[src/rtl/ma_threshold_detect.sv]
// Hysteresis threshold detector on the moving-average output: debounced level, rise/fall pulses, saturating rise count.
// Latency: all outputs are registered, one cycle after the accepting edge; no backpressure, a sample is accepted every cycle.
module ma_threshold_detect #(
  parameter int unsigned CONFIRM   = 4,
  parameter int unsigned CNT_WIDTH = 16
) (
  input  logic                 clk,
  input  logic                 rst_n,
  input  logic                 in_valid,
  input  logic [31:0]          din,
  input  logic [31:0]          thr_hi,
  input  logic [31:0]          thr_lo,
  input  logic                 cnt_clr,
  output logic                 level,
  output logic                 rise_pulse,
  output logic                 fall_pulse,
  output logic [CNT_WIDTH-1:0] event_count,
  output logic                 cfg_err
);

  typedef enum logic [1:0] {S_LOW, S_ARM_HI, S_HIGH, S_ARM_LO} state_t;

  localparam logic [8:0]           CONFIRM_W   = 9'(CONFIRM);
  localparam bit                   CONFIRM_ONE = (CONFIRM == 1);
  localparam logic [CNT_WIDTH-1:0] EVT_ONE     = {{(CNT_WIDTH-1){1'b0}}, 1'b1};
  localparam logic [CNT_WIDTH-1:0] EVT_MAX     = '1;

  state_t               state_q, state_d;
  logic [7:0]           cnt_q, cnt_d;
  logic                 level_q, level_d;
  logic                 rise_q, rise_d;
  logic                 fall_q, fall_d;
  logic [CNT_WIDTH-1:0] evt_q, evt_d;
  logic                 cfg_err_q, cfg_err_d;

  logic       eval;
  logic       hi_qual;
  logic       lo_qual;
  logic [8:0] cnt_inc;
  logic       run_done;

  // A misordered threshold pair freezes evaluation from the cycle after it is seen.
  assign eval     = in_valid && !cfg_err_q;
  assign hi_qual  = din > thr_hi;
  assign lo_qual  = din < thr_lo;
  assign cnt_inc  = {1'b0, cnt_q} + 9'd1;
  assign run_done = (cnt_inc == CONFIRM_W);

  always_comb begin
    state_d   = state_q;
    cnt_d     = cnt_q;
    rise_d    = 1'b0;
    fall_d    = 1'b0;
    cfg_err_d = thr_lo > thr_hi;
    if (eval) begin
      case (state_q)
        S_LOW: begin
          cnt_d = 8'd0;
          if (hi_qual) begin
            if (CONFIRM_ONE) begin
              state_d = S_HIGH;
              rise_d  = 1'b1;
            end else begin
              state_d = S_ARM_HI;
              cnt_d   = 8'd1;
            end
          end
        end
        S_ARM_HI: begin
          if (hi_qual && run_done) begin
            state_d = S_HIGH;
            cnt_d   = 8'd0;
            rise_d  = 1'b1;
          end else if (hi_qual) begin
            cnt_d = cnt_inc[7:0];
          end else begin
            state_d = S_LOW;
            cnt_d   = 8'd0;
          end
        end
        S_HIGH: begin
          cnt_d = 8'd0;
          if (lo_qual) begin
            if (CONFIRM_ONE) begin
              state_d = S_LOW;
              fall_d  = 1'b1;
            end else begin
              state_d = S_ARM_LO;
              cnt_d   = 8'd1;
            end
          end
        end
        default: begin
          if (lo_qual && run_done) begin
            state_d = S_LOW;
            cnt_d   = 8'd0;
            fall_d  = 1'b1;
          end else if (lo_qual) begin
            cnt_d = cnt_inc[7:0];
          end else begin
            state_d = S_HIGH;
            cnt_d   = 8'd0;
          end
        end
      endcase
    end

    level_d = (state_d == S_HIGH) || (state_d == S_ARM_LO);

    // Clear wins over accumulated history, but a rise in the same cycle still counts.
    evt_d = evt_q;
    if (cnt_clr) begin
      evt_d = rise_d ? EVT_ONE : '0;
    end else if (rise_d && (evt_q != EVT_MAX)) begin
      evt_d = evt_q + EVT_ONE;
    end
  end

  always_ff @(posedge clk) begin
    if (!rst_n) begin
      state_q   <= S_LOW;
      cnt_q     <= 8'd0;
      level_q   <= 1'b0;
      rise_q    <= 1'b0;
      fall_q    <= 1'b0;
      evt_q     <= '0;
      cfg_err_q <= 1'b0;
    end else begin
      state_q   <= state_d;
      cnt_q     <= cnt_d;
      level_q   <= level_d;
      rise_q    <= rise_d;
      fall_q    <= fall_d;
      evt_q     <= evt_d;
      cfg_err_q <= cfg_err_d;
    end
  end

  assign level       = level_q;
  assign rise_pulse  = rise_q;
  assign fall_pulse  = fall_q;
  assign event_count = evt_q;
  assign cfg_err     = cfg_err_q;

endmodule

[config.mk]
export PLATFORM = sky130hd
export DESIGN_NAME = ma_threshold_detect
export DESIGN_NICKNAME = d
export VERILOG_FILES = /design/src/rtl/ma_threshold_detect.sv
export SDC_FILE = /design/constraint.sdc
export NUM_CORES = 1
export LEC_CHECK = 0
export BUFFER_PORTS_ARGS = -buffer_cell sky130_fd_sc_hd__buf_4
export CORE_MARGIN = 2
export CORE_UTILIZATION = 35
export DETAILED_ROUTE_END_ITERATION = 6
export GPL_TIMING_DRIVEN = 0
export SYNTH_ARGS = -nofsm -noshare
export SYNTH_HDL_FRONTEND = slang
export SYNTH_SLANG_ARGS = --single-unit
[constraint.sdc]
create_clock -name clk -period 3.4 [get_ports clk]
set_input_delay 0.34 -clock clk [delete_from_list [all_inputs] [get_ports clk]]
set_output_delay 0.34 -clock clk [all_outputs]
set_load 0.01 [all_outputs]
======== Word level (Yosys, flattened, before mapping) ========
Cells that the tools add are included.
cells by class
  $add $sub $neg .......................... 2
  magnitude comparators ................... 3
  eq/ne operators ......................... 6
  mux-type cells .......................... 22
  bitwise operators ....................... 2
  reduce and logical (&&, ||, !) cells .... 9
operators with widths
  operator                 number
  $gt A32 B32 Y1           2
  $lt A32 B32 Y1           1
  $mux W16                 2
  $mux W8                  4
  $pmux W8 S3              1
  $add A16 B1 Y16 const B  1
  $ne A16 B16 Y1 const B   1
  $mux W2                  7
  $add A8 B1 Y9 const B    1
  $eq A9 B3 Y1 const B     1
  $mux W1                  7
  $eq A2 B2 Y1 const B     3
  $pmux W2 S3              1
  $reduce_or A5 Y1         1
  $logic_and A1 B1 Y1      4
  $eq A2 B1 Y1 const B     1
  $logic_not A2 Y1         1
  $not A1 Y1               2
  $reduce_bool A2 Y1       1
  $logic_not A1 Y1         1
  $logic_or A1 B1 Y1       1
storage, ports and cells
  register bits after elaboration ......... 30
  input port bits ......................... 100
  word-level logic and storage cells ...... 51

======== Longest topological paths before layout ========
Gate-level depths: netlist of run 1.
  depth in word-level cells ............... 9
  mapped depth ............................ 11

======== Worst setup path after synthesis of run 1 ========
Ideal clock, no wire load.
  kind .................................... input-to-reg
  start point ............................. input thr_hi[14]
  end point ............................... register level_q, in the netlist level
  setup time .............................. 0.121 ns
  arrival ................................. 2.344 ns
  data required time ...................... 3.279 ns
  setup slack ............................. 0.935 ns
  cell stages on the path ................. 10
  buffers on the path ..................... 0
  cells stage by stage .................... inv_1 -> ha_1 -> nand4_2 -> nor4_1 -> nand2b_1 -> a31oi_4 -> o21ai_0 -> or3b_1 -> a31oi_1 -> o2bb2ai_1
between the ends
  word-level cells in the longest chain between the ends .. 7
ends and longest elaborated chain
  element                                         RTL line  RTL
  start: declaration                              11        input logic [31:0] thr_hi,
  $gt A32 B32 Y1 *                                44        assign hi_qual = din > thr_hi;
  $mux W2 or $logic_and A1 B1 Y1 (tied branches)  74, 70
  $mux W2                                         70        if (hi_qual && run_done) begin
  $pmux W2 S3 *                                   56        case (state_q)
  $mux W2 *                                       55        if (eval) begin
  $eq A2 B2 Y1                                    108       level_d = (state_d == S_HIGH) || (state_d == S_ARM_LO);
  $logic_or A1 B1 Y1 *                            108
  end signal: assignment                          131       level_q <= level_d;
  end: declaration                                30        logic level_q, level_d;
Every way passes the cells marked *; elsewhere a longest branch is shown, timed or not.
A chain may end at the register's enable or synchronous reset.

======== Final worst setup path of run 1 ========
  start point ............................. input thr_hi[11]
  end point ............................... register level_q, in the netlist level
The elaborated chain is that of the path after synthesis.

==> impl_metrics.json, run 1 <==
{
  "regArea_um2": 600.6,
  "synth_ff_type": "dfxtp_1",
  "fp.dieH_um": 111.6,
  "num_io_pins": 120,
  "gp_congestion": 0.9237,
  "fmax_mhz": 360.5,
  "grt_pass1_wl_um": 18570,
  "synth_top_area_frac": 0.3179,
  "layout-drive-gt1-share": 0.2480,
  "p_switching_mw": 0.3655,
  "p_seq_frac": 0.285,
  "cts.path.max_buffers": 2,
  "synth_edf_count": 0,
  "p_int_mw": 0.8977,
  "cts_buffers": 5,
  "dpl.hpwl_um": 9656,
  "dr_total_vias": 3956,
  "slew_violations": 0,
  "r2r_end": "event_count[13]$_SDFFE_PN0P_",
  "hold_viol": 0,
  "antenna_found_initial": 0,
  "start_kind": "primary input",
  "cp_top_family": "simple AND/OR/NAND/NOR gates",
  "pwr-share-comb": 0.321,
  "path_buf_inv": 2,
  "num_rows": 39,
  "min_path_cells": 4,
  "slew_headroom": 0.5796,
  "worstMarginPinSlew_ns": 0.6248,
  "synthCells": 495,
  "fin_cells": 764,
  "p_clk_frac": 0.394,
  "ys_seq_area_frac": 0.1481,
  "drc": 0,
  "crit_chain": "buf_4 -> inv_1 -> ha_1 -> nand4_1 -> nor4_1 -> nand2b_1 -> a31oi_4 -> o21ai_0 -> or3b_1 -> a31oi_1 -> o2bb2ai_1",
  "grt_max_degree": 11,
  "cp.depth": 11,
  "cts_resized": 0,
  "drt_first_pass_iters": 4,
  "post_cts_buffers": 0,
  "n_antenna_cell": 0,
  "dp.cells": 756,
  "rsz0062_at_grt": "no",
  "worstHoldStart": "cnt_clr",
  "cts_sinks": 30,
  "grt_pass1_vias": 4105,
  "grt_usage": 0.1769,
  "clk_latency_ns": 0.27,
  "core_area_mm2": 0.01137,
  "routed_wl_um": 10990,
  "ys_top_cells_by_count": "ha_1, inv_1, nand2_1",
  "clock_skew_ns": 0.006913,
  "critical_path_class": "primary input to register",
  "avgSynthCellArea_um2": 8.190,
  "ir_drop_mv": 0.1905,
  "p_leak_nw": 2.624,
  "async_flop_share": 0,
  "globalRouteOverflowTotal": 0,
  "final_net_count": 823,
  "p_sw_frac": 0.2894,
  "synthesis.nets": 698,
  "postCtsHoldBufs": 0,
  "power_density_mw_per_mm2": 239.1,
  "setup_viol": 0,
  "cts.reportedPaths.clkPinSlew_ns": 0.05,
  "critPathSlowestCell": "nor4_1",
  "yosysUniqueCellTypes": 61,
  "yosysWarnings": 0,
  "first_iter_violations": 170,
  "multi_input_area_mm2": 0.003126,
  "outcome": "complete, no violations",
  "cts_root_buf": "clkbuf_16",
  "cp.arrival_ns": 2.92,
  "max_stage_delay_ns": 0.61,
  "port_buffers": 118,
  "max_cap_viol_count": 0,
  "fill_cells": 1160,
  "wl_per_cell_um": 14.38,
  "min_path_type": "primary input to register",
  "period_share": 0.8160,
  "die_w_um": 111.6,
  "layout-area-overhead-vs-synth_pct": 30.34,
  "period_minus_slack_ns": 2.774,
  "required_ns": 3.55,
  "cp_max_fo": 4,
  "ys_ff_latch": 30,
  "viasPerCell": 5.178,
  "power.total_mw": 1.263,
  "min_to": "event_count[0]$_SDFFE_PN0P_",
  "start_util": 0.3566,
  "netlist_area_mm2": 0.004054,
  "worstReg2RegStart": "event_count[2]$_SDFFE_PN0P_",
  "r2r_cells": 9,
  "die-area_mm2": 0.01246,
  "cts.htree.levels": 2,
  "holdWs_ns": 0.3308,
  "yosysMostFrequentCell": "ha_1",
  "synth.area.top_cells": "ha_1, dfxtp_1, inv_1, a21oi_1, xnor2_1",
  "post-route-util": 0.4647,
  "ff2ff_setup_slack_ns": 0.99,
  "finalSetupTns_ns": 0,
  "tritoncts": "done",
  "yosysTopAreaCell": "ha_1",
  "ant_nets": 0,
  "worst_setup_path_end_kind": "register"
}
[worst register-to-register path: cells and delay by family, from the launching register on]
kind,cells,cell delay (ns)
mux,1,0.33
buf+inv,1,0.15
flops,1,0.42
simple gates,7,1.39
[logic make-up after synthesis]
group	Yosys count	share of synthesized area
buffers and inverters	82	0.08086
AO/OA/AOI/OAI	106	0.1766
multiplexers	4	0.01019
AND/OR/NAND/NOR	155	0.2340
adder cells (fa/ha/maj)	103	0.3179
XOR/XNOR	15	0.03241
flip-flops	30	0.1481
[flip-flops by register name (all words and copies together), names as in the netlist]
register,flops
cfg_err,1
event_count,16
cnt_q,8
rise_pulse,1
level,1
fall_pulse,1
state_q,2
[layout by cell type, fill, tap and decap left out, types with 3 or more instances in the layout]
cell type	count
nor2_1	31
nand3_1	15
a21oi_1	30
o2bb2ai_1	3
dfxtp_1	30
a211oi_1	4
nand2_1	32
clkbuf_16	5
nand2b_1	6
inv_1	75
nor2b_1	5
mux2i_1	3
a221oi_1	3
and4bb_2	3
o21ai_0	24
nor3_1	10
nand4_2	3
a31oi_1	5
nor4b_1	4
and4_1	5
a21o_1	11
ha_1	103
a211o_1	3
nor4_2	3
nand4_1	18
clkbuf_1	3
o21a_1	5
and3_1	4
buf_4	119
xnor2_1	14
[worst max-delay path by stage]
| stage | to | startpoint | slack [ns] |
|---|---|---|---|
| floorplan | level$_SDFF_PN0_ | thr_hi[14] | 0.93 |
| global placement | level$_SDFF_PN0_ | thr_hi[14] | 0.32 |
| detailed placement | level$_SDFF_PN0_ | thr_hi[10] | 0.31 |
| CTS | level$_SDFF_PN0_ | thr_hi[11] | 0.60 |
| global route | level$_SDFF_PN0_ | thr_hi[11] | 0.44 |
| finish | level$_SDFF_PN0_ | thr_hi[11] | 0.63 |
[power groups by stage]
stage	logic [mW]	registers, mW	clock network, mW
detailed placement	0.404	0.367	0
floorplan	0.229	0.366	0
global placement	0.392	0.367	0
CTS	0.408	0.360	0.507
global route	0.461	0.360	0.529
finish	0.405	0.360	0.498
[metal layers]
layer / part of all wire / global-route usage
met4: 0.013 / 0.04033
met5: 0 / 0
met3: 0.039 / 0.02940
met1: 0.47 / 0.2328
met2: 0.48 / 0.3034
[layout make-up]
| type | count | area share |
|---|---|---|
| Inverter | 75 | 0.05328 |
| Sequential cell | 30 | 0.1137 |
| Tap cell | 143 | 0.03386 |
| Buffer | 7 | 0.008762 |
| Clock inverter | 3 | 0.007578 |
| Multi-Input combinational cell | 383 | 0.5915 |
| Clock buffer | 5 | 0.02368 |
| Timing Repair Buffer | 118 | 0.1677 |
[per-stage QoR]
step / instance area, um2 / setup WS, ns
global placement: 5119 / 0.3220
global route: 5284 / 0.4380
finish: 5284 / 0.6257
floorplan: 4054 / 0.9346
detailed placement: 5119 / 0.3109
CTS: 5284 / 0.6037
Note: power is estimated with default switching activity, not from simulation.
==> run 2: changes to the inputs <==
==> constraint.sdc (replaced) <==
create_clock -name clk -period 2.8 [get_ports clk]
set_input_delay 0.28 -clock clk [delete_from_list [all_inputs] [get_ports clk]]
set_output_delay 0.28 -clock clk [all_outputs]
set_load 0.01 [all_outputs]
==> impl_metrics.json, run 2 (same netlist as run 1, synthesis figures left out) <==
{
  "fmax_mhz": 389.9,
  "clk_latency_ns": 0.27,
  "regArea_um2": 600.6,
  "die_w_um": 111.6,
  "cts_root_buf": "clkbuf_16",
  "start_kind": "primary input",
  "grt_pass1_wl_um": 18570,
  "critical_path_class": "primary input to register",
  "post_cts_buffers": 0,
  "max_cap_viol_count": 0,
  "final_cell_area_mm2": 0.005290,
  "drc": 0,
  "grt_pass1_vias": 4105,
  "required_ns": 2.95,
  "min_path_type": "primary input to register",
  "dpl.hpwl_um": 9656,
  "cts_resized": 0,
  "drt_first_pass_iters": 4,
  "outcome": "complete, no violations",
  "fill_cells": 1160,
  "worstReg2RegStart": "event_count[2]$_SDFFE_PN0P_",
  "slew_violations": 0,
  "period_share": 0.9161,
  "core_area_mm2": 0.01137,
  "grt_max_degree": 11,
  "routed_wl_um": 11000,
  "cts.reportedPaths.clkPinSlew_ns": 0.05,
  "worst_setup_path_end_kind": "register",
  "globalRouteOverflowTotal": 0,
  "antenna_found_initial": 0,
  "num_rows": 39,
  "post-place-ws_ns": -0.2291,
  "post-route-util": 0.4653,
  "power_density_mw_per_mm2": 290.0,
  "worst_slack_ns": 0.2350,
  "slew_headroom": 0.6144,
  "num_io_pins": 120,
  "cts_sinks": 30,
  "layout-drive-gt1-share": 0.2496,
  "power.total_mw": 1.534,
  "worstHoldStart": "cnt_clr",
  "cts.htree.levels": 2,
  "grt_usage": 0.1769,
  "multi_input_area_mm2": 0.003132,
  "cp.arrival_ns": 2.71,
  "die-area_mm2": 0.01246,
  "port_buffers": 118,
  "dpl_cell_area_mm2": 0.005119,
  "rsz0062_at_grt": "no",
  "clock_skew_ns": 0.006926,
  "tritoncts": "done",
  "dr_total_vias": 3965,
  "gp_congestion": 0.9237,
  "layout_common_cells": "buf_4, ha_1, inv_1",
  "ir_drop_mv": 0.2313,
  "fin_cells": 764,
  "layout-area-overhead-vs-synth_pct": 30.49,
  "fp.dieH_um": 111.6,
  "viasPerCell": 5.190,
  "cts_buffers": 5,
  "hold_viol": 0,
  "wl_per_cell_um": 14.40,
  "setup_viol": 0,
  "start_util": 0.3566,
  "finalSetupTns_ns": 0,
  "dp.cells": 756,
  "max_stage_delay_ns": 0.46,
  "final_net_count": 823,
  "cp_max_fo": 4,
  "holdWs_ns": 0.2708,
  "p_leak_nw": 2.624,
  "period_minus_slack_ns": 2.565,
  "n_antenna_cell": 0,
  "largest_reg_flops": 16,
  "first_iter_violations": 184,
  "cts.path.max_buffers": 2,
  "ant_nets": 0,
  "final_common_cell": "buf_4",
  "critical_path.startpoint": "thr_hi[11]",
  "critPathSlowestCell": "nor4_2",
  "worstMarginPinSlew_ns": 0.5773,
  "crit_chain": "buf_4 -> inv_1 -> ha_1 -> nand4_1 -> nor4_2 -> nand2b_1 -> a31oi_4 -> o21ai_0 -> or3b_1 -> a31oi_1 -> o2bb2ai_1",
  "postCtsHoldBufs": 0
}
==> run 2: changes by cell type in the layout (fill, tap and decap cells not counted) <==
cell / before / now
nor4_1: 2 / 1
nor4_2: 3 / 4
==> run 2: layout make-up <==
type                       count  share of cell area
multi-input combinational    383              0.5920
inverter                      75             0.05322
clock inverter                 3            0.007569
buffer                         7            0.008751
tap                          143             0.03382
timing repair buffer         118              0.1675
sequential                    30              0.1135
clock buffer                   5             0.02365
==> run 2: final timing paths <==
check                                                    end  slack (ns)  cells after the start
worst min register to register         cnt_q[7]$_SDFFE_PN0P_        0.50                      2
worst min-delay path             event_count[0]$_SDFFE_PN0P_        0.27                      4
worst max register to register  event_count[13]$_SDFFE_PN0P_        0.39                      9
worst max-delay path                        level$_SDFF_PN0_        0.24                     11
==> run 2: critical path, delay by kind of cell <==
family	cells	cell delay (ns)
AO/OA/AOI/OAI	4	0.70
adder cells (fa/ha/maj)	1	0.31
buffers and inverters	2	0.13
AND/OR/NAND/NOR	4	1.29
==> run 2: where the power goes <==
group / internal [mW] / switching, mW
clock network: 0.415 / 0.189
logic: 0.243 / 0.250
registers: 0.432 / 0.00499
total: 1.09 / 0.444
==> run 2: routing by layer <==
layer  vias to the layer above  global-route usage  wire length, um
met2                        89              0.3034             5288
li1                       2047                   -                -
met3                        10             0.02940              400
met4                         0             0.04033              147
met5                         -                   0                0
met1                      1819              0.2328             5167
